<file path="src/rtl/div_arbiter.sv">
// div_arbiter: round-robin sharing of one divider between two requesters, with a watchdog and a tagged response.
// Grant is combinational in IDLE; start follows one cycle later; response one cycle after the terminating divider event.
module div_arbiter #(
    parameter int N       = 5,
    parameter int TIMEOUT = 63
) (
    input  logic             clk,
    input  logic             rst,
    input  logic             req0_i,
    input  logic             req1_i,
    input  logic [2*N-1:0]   dvd0_i,
    input  logic [2*N-1:0]   dvd1_i,
    input  logic [N-1:0]     dvs0_i,
    input  logic [N-1:0]     dvs1_i,
    output logic             gnt0_o,
    output logic             gnt1_o,
    output logic             div_start_o,
    output logic [2*N-1:0]   div_dvd_o,
    output logic [N-1:0]     div_dvs_o,
    output logic             div_clr_o,
    input  logic             div_doneq_i,
    input  logic             div_donew_i,
    input  logic             div_dbz_i,
    input  logic             div_ov_i,
    input  logic [N-1:0]     div_result_i,
    output logic             busy_o,
    output logic             rsp_valid_o,
    output logic             rsp_id_o,
    output logic [N-1:0]     rsp_quo_o,
    output logic [N-1:0]     rsp_rem_o,
    output logic             rsp_dbz_o,
    output logic             rsp_ov_o,
    output logic             rsp_err_o
);

    // Holds TIMEOUT+1, reached when a completion wins the expiry cycle and the wait continues.
    localparam int CW = $clog2(TIMEOUT + 2);
    localparam logic [CW-1:0] TMO = CW'(TIMEOUT);

    typedef enum logic [2:0] {
        S_IDLE,
        S_ISSUE,
        S_WAITQ,
        S_WAITR,
        S_RESP
    } state_t;

    state_t          state_q, state_d;
    logic [CW-1:0]   cnt_q, cnt_d;
    logic [CW-1:0]   cnt_inc;
    logic            expire;
    logic [N-1:0]    quo_q, quo_d;
    logic            prio_q;
    logic            owner_q;
    logic [2*N-1:0]  dvd_q;
    logic [N-1:0]    dvs_q;

    logic            rsp_id_q;
    logic [N-1:0]    rsp_quo_q, rsp_rem_q;
    logic            rsp_dbz_q, rsp_ov_q, rsp_err_q;

    logic            gnt_any, gnt_sel;
    logic            fin, fin_dbz, fin_ov, fin_err;
    logic [N-1:0]    fin_quo, fin_rem;

    // prio_q names the port that wins when both request.
    always_comb begin
        gnt_any = 1'b0;
        gnt_sel = 1'b0;
        if (state_q == S_IDLE) begin
            if (req0_i && req1_i) begin
                gnt_any = 1'b1;
                gnt_sel = prio_q;
            end else if (req0_i) begin
                gnt_any = 1'b1;
                gnt_sel = 1'b0;
            end else if (req1_i) begin
                gnt_any = 1'b1;
                gnt_sel = 1'b1;
            end
        end
    end

    assign cnt_inc = cnt_q + CW'(1);
    assign expire  = (cnt_inc >= TMO);

    always_comb begin
        state_d = state_q;
        cnt_d   = cnt_q;
        quo_d   = quo_q;
        fin     = 1'b0;
        fin_dbz = 1'b0;
        fin_ov  = 1'b0;
        fin_err = 1'b0;
        fin_quo = '0;
        fin_rem = '0;
        case (state_q)
            S_IDLE: begin
                if (gnt_any) state_d = S_ISSUE;
            end
            S_ISSUE: begin
                cnt_d   = '0;
                state_d = S_WAITQ;
            end
            S_WAITQ: begin
                cnt_d = cnt_inc;
                if (div_dbz_i) begin
                    fin     = 1'b1;
                    fin_dbz = 1'b1;
                end else if (div_ov_i) begin
                    fin    = 1'b1;
                    fin_ov = 1'b1;
                end else if (div_doneq_i) begin
                    quo_d   = div_result_i;
                    state_d = S_WAITR;
                end else if (expire) begin
                    fin     = 1'b1;
                    fin_err = 1'b1;
                end
            end
            S_WAITR: begin
                cnt_d = cnt_inc;
                if (div_donew_i) begin
                    fin     = 1'b1;
                    fin_quo = quo_q;
                    fin_rem = div_result_i;
                end else if (expire) begin
                    fin     = 1'b1;
                    fin_err = 1'b1;
                end
            end
            S_RESP: begin
                state_d = S_IDLE;
            end
            default: begin
                state_d = S_IDLE;
            end
        endcase
        if (fin) state_d = S_RESP;
    end

    always_ff @(posedge clk or posedge rst) begin
        if (rst) begin
            state_q   <= S_IDLE;
            cnt_q     <= '0;
            quo_q     <= '0;
            prio_q    <= 1'b0;
            owner_q   <= 1'b0;
            dvd_q     <= '0;
            dvs_q     <= '0;
            rsp_id_q  <= 1'b0;
            rsp_quo_q <= '0;
            rsp_rem_q <= '0;
            rsp_dbz_q <= 1'b0;
            rsp_ov_q  <= 1'b0;
            rsp_err_q <= 1'b0;
        end else begin
            state_q <= state_d;
            cnt_q   <= cnt_d;
            quo_q   <= quo_d;
            if (gnt_any) begin
                dvd_q   <= gnt_sel ? dvd1_i : dvd0_i;
                dvs_q   <= gnt_sel ? dvs1_i : dvs0_i;
                owner_q <= gnt_sel;
                prio_q  <= ~gnt_sel;
            end
            // Response fields load only at termination so they hold until the next response.
            if (fin) begin
                rsp_id_q  <= owner_q;
                rsp_quo_q <= fin_quo;
                rsp_rem_q <= fin_rem;
                rsp_dbz_q <= fin_dbz;
                rsp_ov_q  <= fin_ov;
                rsp_err_q <= fin_err;
            end
        end
    end

    assign gnt0_o      = gnt_any && !gnt_sel;
    assign gnt1_o      = gnt_any && gnt_sel;
    assign div_start_o = (state_q == S_ISSUE);
    assign div_dvd_o   = dvd_q;
    assign div_dvs_o   = dvs_q;
    assign busy_o      = (state_q != S_IDLE);
    assign rsp_valid_o = (state_q == S_RESP);
    assign div_clr_o   = (state_q == S_RESP) && rsp_err_q;
    assign rsp_id_o    = rsp_id_q;
    assign rsp_quo_o   = rsp_quo_q;
    assign rsp_rem_o   = rsp_rem_q;
    assign rsp_dbz_o   = rsp_dbz_q;
    assign rsp_ov_o    = rsp_ov_q;
    assign rsp_err_o   = rsp_err_q;

endmodule
</file>
<file path="config.mk">
export PLATFORM = sky130hd
export DESIGN_NAME = div_arbiter
export DESIGN_NICKNAME = d
export VERILOG_FILES = /design/src/rtl/div_arbiter.sv
export SDC_FILE = /design/constraint.sdc
export NUM_CORES = 1
export LEC_CHECK = 0
export CAP_MARGIN = 20
export CORE_UTILIZATION = 32
export DETAILED_ROUTE_END_ITERATION = 10
export PLACE_DENSITY_LB_ADDON = 0.12
export SLEW_MARGIN = 5
export SYNTH_ARGS = -nofsm -noshare
export SYNTH_HDL_FRONTEND = slang
export SYNTH_SLANG_ARGS = --single-unit
</file>
<file path="constraint.sdc">
create_clock -name clk -period 6.1 [get_ports clk]
set_input_delay 0.915 -clock clk [delete_from_list [all_inputs] [get_ports clk]]
set_output_delay 0.915 -clock clk [all_outputs]
set_load 0.1 [all_outputs]
</file>
# Yosys cells after proc, flatten, opt, wreduce, memory -nomap -nowiden
# Index checks and enable logic that the tools add are counted.
# word_totals
wordCells	73
reg_bits	46
# op_classes
order_cmp	1
n_reduce_logical	11
eq_ne	9
muxes	35
bitwise	3
add_sub_neg	1
# op_table
operator	count
2-to-1 mux 5 bit	5
2-to-1 mux 1 bit	20
2-to-1 mux 3 bit	5
case mux 7 bit (2 select lines)	1
inequality test 3 bit, second input constant	4
case mux 3 bit (4 select lines)	1
2-to-1 mux 10 bit	1
adder 7 x 1 -> 7 bit, second input constant	1
>= comparator 7 x 6 -> 1 bit, second input constant	1
equality test 3 x 2 -> 1 bit, second input constant	2
AND reduction 5 bit	1
logical AND 1 bit	4
case mux 1 bit (2 select lines)	2
AND reduction 4 bit	1
equality test 3 x 1 -> 1 bit, second input constant	1
equality test 3 bit, second input constant	1
logical NOT 3 bit	1
inverter 1 bit	3
nonzero test 3 bit	1
inequality test 2 bit, second input constant	1
nonzero test 2 bit	1
OR reduction 2 bit	1
logical NOT 1 bit	1

# Depth between registers and ports, before layout
# depth
word_depth	9
ltp_mapped	8

# Least setup slack after synthesis
# Ideal clock, no wire load.
# synth_timing
kind	reg-to-output
startpoint	register state_q[0]
endpoint	output port div_start_o
path_buffers	1
path_stages_with_launch	4
setup_slack_ps	2630
arrival_time_ps	2555
required_time_ps	5185
cell_sequence	dfrtp_1 -> buf_6 -> inv_1 -> nor3_1
# synth_via
elab_chain_len	1
# synth_rtl
item	line_no	text
start, declared	48	state_t state_q, state_d;
start signal, assigned	158	state_q <= state_d;
equality test 3 x 1 -> 1 bit	181	assign div_start_o = (state_q == S_ISSUE);
end, declared	17	output logic div_start_o,
# Every way passes these cells.

# Worst setup path in the final report
# layout_timing
startpoint	input port req0_i
endpoint	output port gnt1_o
# layout_via
elab_chain_len	4
# layout_rtl
item	line_no	text
start, declared	9	input logic req0_i,
2-to-1 mux 1 bit or logical AND 1 bit (tied branches)	74, 71	
2-to-1 mux 1 bit	71	if (req0_i && req1_i) begin
2-to-1 mux 1 bit	70	if (state_q == S_IDLE) begin
logical AND 1 bit (*)	180	assign gnt1_o = gnt_any && gnt_sel;
end, declared	16	output logic gnt1_o,
# Every way passes the cells marked *; elsewhere a longest branch is shown, timed or not.

==> results.json <==
{
  "max-cap-violations": 0,
  "syn_area_um2": 2220,
  "slowest_stage": "clkdlybuf4s50_1",
  "fin_setup_tns_ps": 0,
  "synth.distinct_cells": 49,
  "dp_cells": 352,
  "fmax_ghz": 0.236,
  "fin_crit_sh_pct": 69.5,
  "antenna_found_initial": 0,
  "layout-drive-gt1-share_pct": 10.7,
  "register_area_um2": 1150,
  "num_antenna_cells": 0,
  "cts_setup_buffers": 0,
  "die_w_um": 85.3,
  "grt_pass1_wl_um": 8630,
  "finalWirelength_um": 5160,
  "hold_violations": 0,
  "grt_overflow": 0,
  "io_pins": 78,
  "worstSetupPathType": "input pin to output port",
  "worst_ep_arrival_time_ps": 3320,
  "crit_path_end_kind": "output port",
  "synth_adder_area_share_pct": 1.13,
  "grt_max_degree": 47,
  "nets": 325,
  "antenna_left": 0,
  "ys_ff_latch": 46,
  "wl_per_cell_um": 14.3,
  "place_congestion": 0.752,
  "critPathMaxStageDelay_ps": 1270,
  "synth_nets": 251,
  "critPathLaunchType": "input pin",
  "setup_violations": 0,
  "clkSinkCount": 46,
  "core_area_um2": 6760,
  "skew_ps": 9.90,
  "numPortBuffers": 77,
  "cts.repair.resized": 0,
  "multi_input_area_um2": 955,
  "cts_buffers": 5,
  "dieArea_um2": 7280,
  "synth_top_family_by_area": "compound AO/OA/AOI/OAI gates",
  "rows": 30,
  "mostFrequentLayoutCell": "clkdlybuf4s50_1",
  "cts_hold_buf": 0,
  "crit_top_cell": "clkdlybuf4s50_1",
  "required_ps": 5180,
  "worst_setup_hold_path_clk_slew_ps": 90,
  "die_h_um": 85.3,
  "nFillCells": 656,
  "first_global_vias": 1740,
  "clockBufferDepth": 2,
  "yosysWarnings": 0,
  "firstDrtPassIters": 4,
  "yosys.area_share.simple_pct": 16.9,
  "drc": 0,
  "instances_no_fill": 361,
  "rsz0062_at_grt": "false",
  "relSlewSlack_pct": 32.4,
  "synth_mux_area_share_pct": 4.17,
  "status": "finished, final reports clean",
  "area_growth_pct": 40.8,
  "holdWs_ps": 483,
  "htree_num_levels": 2,
  "synth-xor-area-share_pct": 1.58,
  "async_flop_share_pct": 100,
  "gr-usage-all-layers_pct": 15.3,
  "clock_latency_ps": 310,
  "cts_tree": "built",
  "drv_slew": 0,
  "crit_fanout": 18,
  "ys.flop_type": "dfrtp_1",
  "post_synth_inst_count": 206,
  "setup_ws_ps": 1860,
  "vias": 1784,
  "hpwl_um": 3580,
  "drt_iter0_markers": 97,
  "synth_compound_area_share_pct": 19.2,
  "post_synth.cell_area_avg_um2": 10.8,
  "final_cell_mix": "76 x clkdlybuf4s50_1, 46 x dfrtp_1, 37 x nand2_1",
  "start_util_pct": 32.9,
  "synth_edf_count": 0,
  "hold_path.class": "register to register",
  "viasPerCell": 4.94,
  "place_ws_ps": 1870,
  "min_period_ps": 4240,
  "cp_top_family": "buffers and inverters",
  "seq_area_frac_synth_pct": 51.8,
  "path_cells": "clkdlybuf4s50_1 > nand2b_1 > and3_1 > clkdlybuf4s50_1",
  "path_buf_inv": 2,
  "cts_root_buf": "clkbuf_8",
  "worst_slew_pin_slew_ps": 1010
}
-- stage by stage --
stage | area (um^2) | util [%]
finish | 3130 | 46.3
floorplan | 2220 | -
global route | 3130 | 46.3
detailed placement | 3020 | 44.6
CTS | 3110 | 46.0
global placement | 3020 | 44.6
-- cells by family after synthesis --
| kind of cell | count (synthesis) |
|---|---|
| and+or+nand+nor | 73 |
| AOI/OAI and AO/OA | 53 |
| DFF | 46 |
| buffers and inverters | 20 |
| muxes | 8 |
| xor gates and xnor gates | 4 |
| adders and majority gates | 2 |
-- layer usage --
metal	vias up	GRT usage [%]	share of wire, %
li1	887	-	-
met2	63	22.4	43
met4	0	5.91	1.6
met5	-	0	0
met3	8	4.28	7.1
met1	826	21.7	49
-- path summary, 6_finish.rpt --
check / startpoint / end / slack, ps / depth (start not counted)
max in group asynchronous: rst / div_dvs_o[2]$_DFFE_PP0P_ / 4850 / 3
setup reg to reg: cnt_q[0]$_DFFE_PP0P_ / rsp_id_o$_DFFE_PP0P_ / 3680 / 6
hold reg to reg: owner_q$_DFFE_PP0P_ / owner_q$_DFFE_PP0P_ / 480 / 1
hold / removal: owner_q$_DFFE_PP0P_ / owner_q$_DFFE_PP0P_ / 480 / 1
setup / recovery: req0_i / gnt1_o / 1860 / 4
min in group asynchronous: rst / rsp_rem_o[3]$_DFFE_PP0P_ / 800 / 2
-- cells in the mapped netlist, drive strengths merged (3+ instances only) --
library cell | count | area share (%)
nor2 | 11 | 2.0
buf | 8 | 3.0
dfrtp | 46 | 52
nand2 | 37 | 6.2
clkbuf | 4 | 0.68
inv | 7 | 1.2
mux2 | 7 | 3.7
a22o | 12 | 4.7
o31ai | 3 | 1.0
nand3 | 6 | 1.8
and3 | 3 | 0.84
a22oi | 15 | 5.1
nor3 | 4 | 1.4
o21ai | 9 | 2.0
a21o | 4 | 1.4
-- registers in the layout, indices dropped and copies added (netlist names) --
name / flops
cnt_q: 7
div_dvd_o: 10
div_dvs_o: 5
owner_q: 1
prio_q: 1
quo_q: 5
rsp_dbz_o: 1
rsp_err_o: 1
rsp_id_o: 1
rsp_ov_o: 1
rsp_quo_o: 5
rsp_rem_o: 5
state_q: 3
-- layout make-up --
| class | instances | area share [%] |
|---|---|---|
| multi-input combinational | 140 | 30.5 |
| inverter | 7 | 0.840 |
| tap | 80 | 3.20 |
| timing repair buffer | 80 | 25.7 |
| sequential | 46 | 36.8 |
| clock buffer | 5 | 2.20 |
| clock inverter | 3 | 0.800 |
Power is left out: the tool's default activity adds up to more than one toggle a clock period on the data nets, which glitch-free logic cannot reach.
